[src/rtl/usb4_symbol_packer_if.sv]
// Byte-side and symbol-side signal bundle for usb4_symbol_packer.
// Handshake: a byte moves on an enc_clk rise with lane_valid && byte_ready. A symbol is consumed
// on an enc_clk rise with enc_valid && enc_ready, and lane_tx_enc/enc_valid hold while enc_valid && !enc_ready.
interface usb4_symbol_packer_if #(
  parameter int NUM_LANES = 2,
  parameter int SYM_W     = 132
);
  logic [3:0]                 d_sel;
  logic [NUM_LANES*8-1:0]     lane_tx;
  logic                       lane_valid;
  logic                       byte_ready;
  logic [NUM_LANES*SYM_W-1:0] lane_tx_enc;
  logic                       enc_valid;
  logic                       enc_ready;
  logic                       new_sym;
  logic                       drop_err;

  modport slave (
    input  d_sel, lane_tx, lane_valid, enc_ready,
    output byte_ready, lane_tx_enc, enc_valid, new_sym, drop_err
  );

  modport master (
    output d_sel, lane_tx, lane_valid, enc_ready,
    input  byte_ready, lane_tx_enc, enc_valid, new_sym, drop_err
  );
endinterface

[src/rtl/usb4_symbol_packer.sv]
// Packs NUM_LANES byte streams into Gen3 128b/132b or Gen2 64b/66b symbols, or passes bytes
// through in Gen4 mode, with a one-block pending buffer behind the output slot.
module usb4_symbol_packer #(
  parameter int NUM_LANES = 2,
  parameter int SYM_W     = 132
) (
  input  logic                       enc_clk,
  input  logic                       rst,
  input  logic                       enable,
  input  logic [1:0]                 gen_speed,
  usb4_symbol_packer_if.slave        bus,
  output logic [1:0]                 state_dbg
);
  typedef enum logic [1:0] {S_IDLE = 2'd0, S_FILL = 2'd1, S_PEND = 2'd2} state_t;

  state_t                      state, state_n;
  logic                        active, slot_take, accept, drop, last, slot_free;
  logic [3:0]                  byte_cnt, last_idx, dsel_q, dsel_eff;
  logic [1:0]                  gen_q;
  logic                        pend_valid;
  logic [NUM_LANES*128-1:0]    acc, acc_next;
  logic [NUM_LANES*SYM_W-1:0]  sym, pend_data;

  always_comb begin
    active         = enable && (gen_speed != 2'd3);
    slot_take      = bus.enc_valid && bus.enc_ready;
    // rst gating keeps byte_ready low while reset is asserted
    bus.byte_ready = rst && active && !(pend_valid && !slot_take);
    accept         = bus.lane_valid && bus.byte_ready;
    drop           = (gen_speed != gen_q) && ((byte_cnt != 4'd0) || pend_valid);
    case (gen_speed)
      2'd1:    last_idx = 4'd15;
      2'd2:    last_idx = 4'd7;
      default: last_idx = 4'd0;
    endcase
    last      = (byte_cnt == last_idx);
    // pending block always goes out ahead of a block completing in the same cycle
    slot_free = (!bus.enc_valid || bus.enc_ready) && !pend_valid;
    dsel_eff  = (byte_cnt == 4'd0) ? bus.d_sel : dsel_q;
  end

  always_comb begin
    acc_next = acc;
    for (int l = 0; l < NUM_LANES; l++)
      acc_next[l*128 + int'(byte_cnt)*8 +: 8] = bus.lane_tx[l*8 +: 8];
  end

  always_comb begin
    sym = '0;
    for (int l = 0; l < NUM_LANES; l++) begin
      case (gen_speed)
        2'd1: begin
          sym[l*SYM_W +: 128]     = acc_next[l*128 +: 128];
          sym[l*SYM_W + 128 +: 4] = (dsel_eff == 4'd8) ? 4'b0101 : 4'b1010;
        end
        2'd2: begin
          sym[l*SYM_W +: 64]     = acc_next[l*128 +: 64];
          sym[l*SYM_W + 64 +: 2] = (dsel_eff == 4'd8) ? 2'b01 : 2'b10;
        end
        2'd0:    sym[l*SYM_W +: 8] = acc_next[l*128 +: 8];
        default: ;
      endcase
    end
  end

  always_ff @(posedge enc_clk or negedge rst) begin
    if (!rst) state <= S_IDLE;
    else      state <= state_n;
  end

  always_comb begin
    state_n = state;
    if (!active || drop)                state_n = S_IDLE;
    else if (accept && !last)           state_n = S_FILL;
    else if (accept && last)            state_n = slot_free ? S_IDLE : S_PEND;
    else if (pend_valid && slot_take)   state_n = S_IDLE;
  end

  assign state_dbg = state;

  always_ff @(posedge enc_clk or negedge rst) begin
    if (!rst) begin
      byte_cnt        <= '0;
      dsel_q          <= '0;
      gen_q           <= '0;
      pend_valid      <= 1'b0;
      pend_data       <= '0;
      acc             <= '0;
      bus.lane_tx_enc <= '0;
      bus.enc_valid   <= 1'b0;
      bus.new_sym     <= 1'b0;
      bus.drop_err    <= 1'b0;
    end else begin
      gen_q        <= gen_speed;
      bus.new_sym  <= 1'b0;
      bus.drop_err <= 1'b0;
      if (!active) begin
        byte_cnt        <= '0;
        pend_valid      <= 1'b0;
        acc             <= '0;
        bus.enc_valid   <= 1'b0;
        bus.lane_tx_enc <= '0;
        bus.drop_err    <= (byte_cnt != 4'd0) || pend_valid;
      end else if (drop) begin
        // partial and pending blocks are lost; the output slot drains as usual
        byte_cnt     <= '0;
        pend_valid   <= 1'b0;
        bus.drop_err <= 1'b1;
        if (slot_take) bus.enc_valid <= 1'b0;
      end else begin
        if (slot_take) bus.enc_valid <= 1'b0;
        if (pend_valid && slot_take) begin
          bus.lane_tx_enc <= pend_data;
          bus.enc_valid   <= 1'b1;
          bus.new_sym     <= 1'b1;
          pend_valid      <= 1'b0;
        end
        if (accept) begin
          acc <= acc_next;
          if (byte_cnt == 4'd0) dsel_q <= bus.d_sel;
          if (last) begin
            byte_cnt <= '0;
            if (slot_free) begin
              bus.lane_tx_enc <= sym;
              bus.enc_valid   <= 1'b1;
              bus.new_sym     <= 1'b1;
            end else begin
              pend_data  <= sym;
              pend_valid <= 1'b1;
            end
          end else begin
            byte_cnt <= byte_cnt + 4'd1;
          end
        end
      end
    end
  end
endmodule

[src/flat_wrapper.sv]
// flat-port wrapper written by rule: the top's interface ports become plain ports
module usb4_symbol_packer_flat 
#(
  parameter int NUM_LANES = 2,
  parameter int SYM_W     = 132
)
  (enc_clk, rst, enable, gen_speed, state_dbg, bus_d_sel, bus_lane_tx, bus_lane_valid, bus_enc_ready, bus_byte_ready, bus_lane_tx_enc, bus_enc_valid, bus_new_sym, bus_drop_err);
  usb4_symbol_packer_if #(.NUM_LANES(NUM_LANES), .SYM_W(SYM_W)) bus_i ();
  input  logic enc_clk;
  input  logic rst;
  input  logic enable;
  input  logic [1:0] gen_speed;
  output logic [1:0] state_dbg;
  input wire logic [$bits(bus_i.d_sel)-1:0] bus_d_sel;
  input wire logic [$bits(bus_i.lane_tx)-1:0] bus_lane_tx;
  input wire logic [$bits(bus_i.lane_valid)-1:0] bus_lane_valid;
  input wire logic [$bits(bus_i.enc_ready)-1:0] bus_enc_ready;
  output wire logic [$bits(bus_i.byte_ready)-1:0] bus_byte_ready;
  output wire logic [$bits(bus_i.lane_tx_enc)-1:0] bus_lane_tx_enc;
  output wire logic [$bits(bus_i.enc_valid)-1:0] bus_enc_valid;
  output wire logic [$bits(bus_i.new_sym)-1:0] bus_new_sym;
  output wire logic [$bits(bus_i.drop_err)-1:0] bus_drop_err;
  assign bus_i.d_sel = bus_d_sel;
  assign bus_i.lane_tx = bus_lane_tx;
  assign bus_i.lane_valid = bus_lane_valid;
  assign bus_i.enc_ready = bus_enc_ready;
  assign bus_byte_ready = bus_i.byte_ready;
  assign bus_lane_tx_enc = bus_i.lane_tx_enc;
  assign bus_enc_valid = bus_i.enc_valid;
  assign bus_new_sym = bus_i.new_sym;
  assign bus_drop_err = bus_i.drop_err;
  usb4_symbol_packer #(.NUM_LANES(NUM_LANES), .SYM_W(SYM_W)) u_core (.enc_clk(enc_clk), .rst(rst), .enable(enable), .gen_speed(gen_speed), .bus(bus_i), .state_dbg(state_dbg));
endmodule
[config.mk]
export PLATFORM = sky130hd
export DESIGN_NAME = usb4_symbol_packer_flat
export DESIGN_NICKNAME = d
export VERILOG_FILES = /design/src/rtl/usb4_symbol_packer_if.sv /design/src/rtl/usb4_symbol_packer.sv /design/src/flat_wrapper.sv
export SDC_FILE = /design/constraint.sdc
export NUM_CORES = 2
export LEC_CHECK = 0
export BUFFER_PORTS_ARGS = -buffer_cell sky130_fd_sc_hd__buf_2
export CAP_MARGIN = 40
export CORE_MARGIN = 2
export CORE_UTILIZATION = 31
export DETAILED_ROUTE_END_ITERATION = 10
export GPL_TIMING_DRIVEN = 0
export PLACE_DENSITY = 0.47
export SYNTH_ARGS = -nofsm -noshare
export SYNTH_HDL_FRONTEND = slang
export SYNTH_SLANG_ARGS = --single-unit
export TNS_END_PERCENT = 30
[constraint.sdc]
create_clock -name enc_clk -period 6.3 [get_ports enc_clk]
set_input_delay 1.26 -clock enc_clk [delete_from_list [all_inputs] [get_ports enc_clk]]
set_output_delay 1.26 -clock enc_clk [all_outputs]
set_load 0.005 [all_outputs]
Word level (Yosys, flattened, before mapping):

Cells that the tools add are included.

* flip-flop bits (word level): 800
* input port bits: 27

* reductions and logical operators: 28
* bitwise logic cells: 2
* add/subtract/negate cells: 4
* mux-type cells: 51
* eq/ne operators: 9
* shift-type cells: 4

Operators by type and width (count)
* 264-bit 2-to-1 mux: 6
* 256-bit 2-to-1 mux: 3
* 256-bit bitwise mux: 2
* 8-bit by 33-bit variable shift with 256-bit output (first input constant): 2
* 8-bit by 33-bit variable part select with 256-bit output: 2
* 58-bit case mux with 2 select lines: 2
* 66-bit 2-to-1 mux: 2
* 32-bit negation with 33-bit output: 1
* 7-bit negation with 33-bit output: 1
* 4-bit 2-to-1 mux: 6
* 1-bit 2-to-1 mux: 21
* 8-bit 2-to-1 mux: 2
* 2-bit 2-to-1 mux: 6
* 1-bit logical AND: 11
* 8-bit by 7-bit adder with 9-bit output (first input constant): 1
* 4-bit case mux with 2 select lines: 1
* 4-bit nonzero test: 2
* 1-bit zero test: 6
* 2-bit inequality test (second input constant): 3
* 5-bit AND reduction: 1
* 4-bit by 1-bit adder with 4-bit output (second input constant): 1
* 4-bit equality test: 1
* 4-bit equality test (second input constant): 1
* 4-bit zero test: 1
* 10 further kinds: 13

Depth between registers and ports, before layout:

* word-level depth: 10
* gate-level depth with buffers: 14

Least setup slack after synthesis:

No wires, ideal clock.

* path type: input to output
* start point: in gen_speed[0]
* end point: out bus_byte_ready
* cell stages on the path: 7
* slack: 2.433 ns
* data arrival time: 2.607 ns
* path buffers: 4
* data required time: 5.040 ns
* cells stage by stage: ha_1 clkbuf_1 nor2b_1 clkbuf_1 clkbuf_1 clkbuf_1 and3_1

* word-level cells in the longest chain between the ends: 4

RTL lines
* start: declaration: RTL line flat_wrapper.sv:12 `input logic [1:0] gen_speed;`
* 2-bit inequality test: RTL line usb4_symbol_packer.sv:25 `active = enable && (gen_speed != 2'd3);`
* 1-bit logical AND: RTL line usb4_symbol_packer.sv:25
* 1-bit logical AND (2 in series): RTL line usb4_symbol_packer.sv:28 `bus.byte_ready = rst && active && !(pend_valid && !slot_take);`
* end: declaration: RTL line flat_wrapper.sv:18 `output wire logic [$bits(bus_i.byte_ready)-1:0] bus_byte_ready;`

Every way passes these cells.

Worst setup path in the final report:

* start point: in rst
* end point: reg u_core.acc[128]

* word-level cells in the longest chain between the ends: 5

RTL lines
* start: declaration: RTL line flat_wrapper.sv:10 `input logic rst;`
* 1-bit logical AND (2 in series): RTL line usb4_symbol_packer.sv:28
* 1-bit logical AND: RTL line usb4_symbol_packer.sv:29 `accept = bus.lane_valid && bus.byte_ready;`
* 2-bit inequality test (no line)
* 2-bit AND reduction (no line)
* end signal: assignment: RTL line usb4_symbol_packer.sv:119 `acc <= acc_next;`
* end: declaration: RTL line usb4_symbol_packer.sv:21 `logic [NUM_LANES*128-1:0] acc, acc_next;`

Every way passes these cells.
A chain may end at the register's enable or synchronous reset.

==> impl_results.md <==
* Run status: finished, final reports clean
* CP Buf/Inv Count at 11
* Fin cells at between 6000 and 7000
* FILL cells at 12700
* # Post-CTS Setup Buffers at 0
* Seq/Total Area, Yosys at 51.81%
* Synthesized area at 38350 µm²
* Drt first pass iters at 5
* Gpl congestion at 1.021
* Final hold vios at 0
* Die Ht at 355.7 µm
* Max Cap Viol at 0
* RSZ-0062 raised after global routing: false
* Area growth syn-to-layout at 21.30%
* GRT Total Usage at 29.81%
* Gate power share at 10.2%
* Syn_nets at 4111
* Lkg Pwr at around 21 nW
* Share of cells above drive strength 1 at 14.60%
* Synth top cells by count: 794 x dfrtp_1, 688 x nand2_1, 306 x clkbuf_1
* H-tree Lvls at 3
* IO Pins at 297
* Worst setup SP type: input port
* First-pass GRT wire length at roughly 270000 µm
* Int Power at 8.799 mW
* Yosys top cell by area: dfrtp_1
* Post-synth EDFFs at 0
* Clk sinks at between 700 and 800
* Maximum clock path buffer count at 3
* Post-DR wirelength/cell at about 30 µm
* Core box area at between 100000 and 150000 µm²
* Post-layout minimum cycle time at between 5000 and 6000 ps
* Slowest CP cell: nand2_1
* Vias in the first global route at 35580
* Total congestion overflow at 0
* HPWL Detailed at 146200 µm
* # setup viols final at 0
* Top_reg_cell synth: dfrtp_1
* Clock power share at 46.8%
* WP data required at 6830 ps
* Delay-heaviest family, CP: buffers and inverters
* Worst hold slack at 468.6 ps
* Flop pwr share at between 40% and 50%
* FFs w/ async S/R, synth at 100.0%
* Vias per inst at 5.927
* Die area at 126500 µm²
* Cell Count Post-Placement at 6098
* Max IR drop VDD at 0.1823 mV
* Clk Latency, worst-skew pair at 710 ps
* Vias at 37230
* 1st-iter DRT viols at roughly 4400
* Largest cells by area after synthesis: dfrtp_1 52%, nand2_1 6.7%, nand3_1 3.5%
* Seq cells post-synth at 794
* Num CTS Buffers at 95
* Crit path top cell by count: buf_16
* Starting Density at 31.14%
* Worst-path clk slew at 60 ps
* Max incr delay on CP at roughly 450 ps
* DRC at 0
* Net Sw Frac at 27.53%
* Synth cell types at 75
* Actual slew at the worst max-slew pin at 993.2 ps
* Chip width at 355.7 µm
* Most frequent cell after synthesis: dfrtp_1
* Mapped Avg Cell Area at 9.413 µm²
* Initial antenna violation count at 18
* CP max FO at 104
* CTS Root Cell: clkbuf_16
* Setup TNS at 0 ps
* Power per cell area at between 200 and 300 nW/µm²
* Crit path cell chain: buf_16 > buf_16 > buf_16 > buf_16 > buf_16 > and4b_1 > and2_1 > clkbuf_1 > nand2_1 > clkbuf_1 > buf_8 > clkbuf_1 > buf_6 > buf_1 > nand3_1 > o21ai_0
* Pins Over Slew Limit at 0
* Detail Route Antenna Nets at 0
* CP Capture Type: register
* TritonCTS clock tree: yes
* WS Path Type: input port to register
* Pin count of the biggest net entering global routing at 108
* PortBufs at around 290
* Switch Pwr at 3.342 mW
* Fmax at 0.1706 GHz
* Min-delay worst type: register to register
* Post-Syn Instances at 4074
* Worst Skew at 37.04 ps
* Rel. slew slack at about a third
* Routed wire length at 193300 µm
* Area share of the largest cell type after synthesis at between 50% and 60%
* Nets at 4598
* Row Count at roughly 130
* Arrival @ worst endpoint at ~6400 ps
* Final Cycle Share at 93.02%
* Ys Warns at 0
-- power by group through the flow --
stage               Sequential, mW  Clock (mW)  Combinational (mW)
floorplan                     5.30           0               0.511
CTS                           5.22        5.76                1.20
finish                        5.22        5.68                1.24
detailed placement            5.32           0                1.20
global placement              5.32           0                1.12
global route                  5.23        5.94                1.29
-- path summary, 6_finish.rpt --
check / depth (start not counted) / end / startpoint / slack [ps]
max in group asynchronous: 5 / u_core.bus.lane_tx_enc[130]$_DFFE_PN0P_ / rst / 3650
worst max-delay path: 16 / u_core.acc[128]$_DFFE_PN0P_ / rst / 440
worst max register to register: 14 / u_core.acc[149]$_DFFE_PN0P_ / u_core.byte_cnt[0]$_DFFE_PN0P_ / 940
min in group asynchronous: 1 / u_core.pend_data[162]$_DFFE_PN0P_ / rst / 530
worst min-delay path: 1 / u_core.bus.lane_tx_enc[130]$_DFFE_PN0P_ / u_core.bus.lane_tx_enc[130]$_DFFE_PN0P_ / 470
worst min register to register: 1 / u_core.bus.lane_tx_enc[130]$_DFFE_PN0P_ / u_core.bus.lane_tx_enc[130]$_DFFE_PN0P_ / 470
-- layout make-up --
| type | instances | area [µm²] | share of cell area [%] |
|---|---|---|---|
| Buffer | 400 | 1580 | 3.397 |
| Multi-Input combinational cell | 2847 | 16810 | 36.13 |
| Timing Repair Buffer | 390 | 2905 | 6.245 |
| Inverter | 33 | 123.9 | 0.2663 |
| Clock inverter | 26 | 259.0 | 0.5568 |
| Tap cell | 1637 | 2048 | 4.403 |
| Sequential cell | 794 | 19870 | 42.71 |
| Antenna cell | 6 | 15.01 | 0.03228 |
| Clock buffer | 148 | 2910 | 6.256 |
-- per-stage QoR --
stage               cell area, µm²  utilization, %  worst slack, ps  power (mW)
floorplan                    38350               -             2433       5.814
global placement             41860           33.99           -14860       6.440
detailed placement           43230           35.11            -1034       6.512
CTS                          46450           37.72            87.21       12.18
global route                 46500           37.76            124.6       12.46
finish                       46520           37.77            439.9       12.14
-- state kept, by name, summed over array words and instances (netlist names) --
| name | count |
|---|---|
| u_core.acc | 256 |
| u_core.gen_q | 2 |
| u_core.bus.drop_err | 1 |
| u_core.pend_data | 258 |
| u_core.bus.enc_valid | 1 |
| u_core.bus.lane_tx_enc | 264 |
| u_core.dsel_q | 4 |
| u_core.state_dbg | 2 |
| u_core.bus.new_sym | 1 |
| u_core.pend_valid | 1 |
| u_core.byte_cnt | 4 |
-- kinds of logic after synthesis --
| logic type | count (synthesis) | share of synthesized area (%) |
|---|---|---|
| XOR/XNOR | 8 | 0.1827 |
| multiplexers | 115 | 3.122 |
| adder cells (fa/ha/maj) | 10 | 0.3263 |
| AND/OR/NAND/NOR | 1420 | 16.80 |
| AO/OA/AOI/OAI | 1294 | 23.32 |
| flip-flops | 794 | 51.81 |
| buffers and inverters | 433 | 4.440 |
-- cells in the final DEF, fill, tap and decap left out, types with 26 or more instances in the layout --
cell,n
a211oi_1,76
a21o_1,44
a21oi_1,112
a221o_1,58
a22o_1,75
a311oi_1,59
a31oi_1,132
and3_1,80
buf_1,32
buf_2,358
buf_6,26
buf_8,37
clkbuf_1,328
clkbuf_16,100
clkbuf_8,27
dfrtp_1,794
inv_1,31
mux2_2,37
mux2i_1,78
nand2_1,688
nand3_1,271
nand4_1,29
nor2_1,146
nor3_1,106
o21ai_0,268
o21ai_1,31
o221ai_1,36
o22ai_1,138
o2bb2ai_1,90
o31ai_1,84
-- layer usage --
metal | GRT usage [%] | up-vias | routed length [µm]
met5 | 0 | - | 129
met4 | 15.14 | 20 | 11290
met2 | 45.10 | 1791 | 84420
li1 | - | 16120 | -
met1 | 39.97 | 18850 | 81180
met3 | 6.709 | 446 | 16270
-- repair_timing --
action / 4_1_cts / 5_1_grt
cloned: 1 / 2
gates resized for setup: 3 / 1
setup endpoints to repair: 155 / 148
hold buffers: 0 / 0
Power figures use the tool's default switching activity.
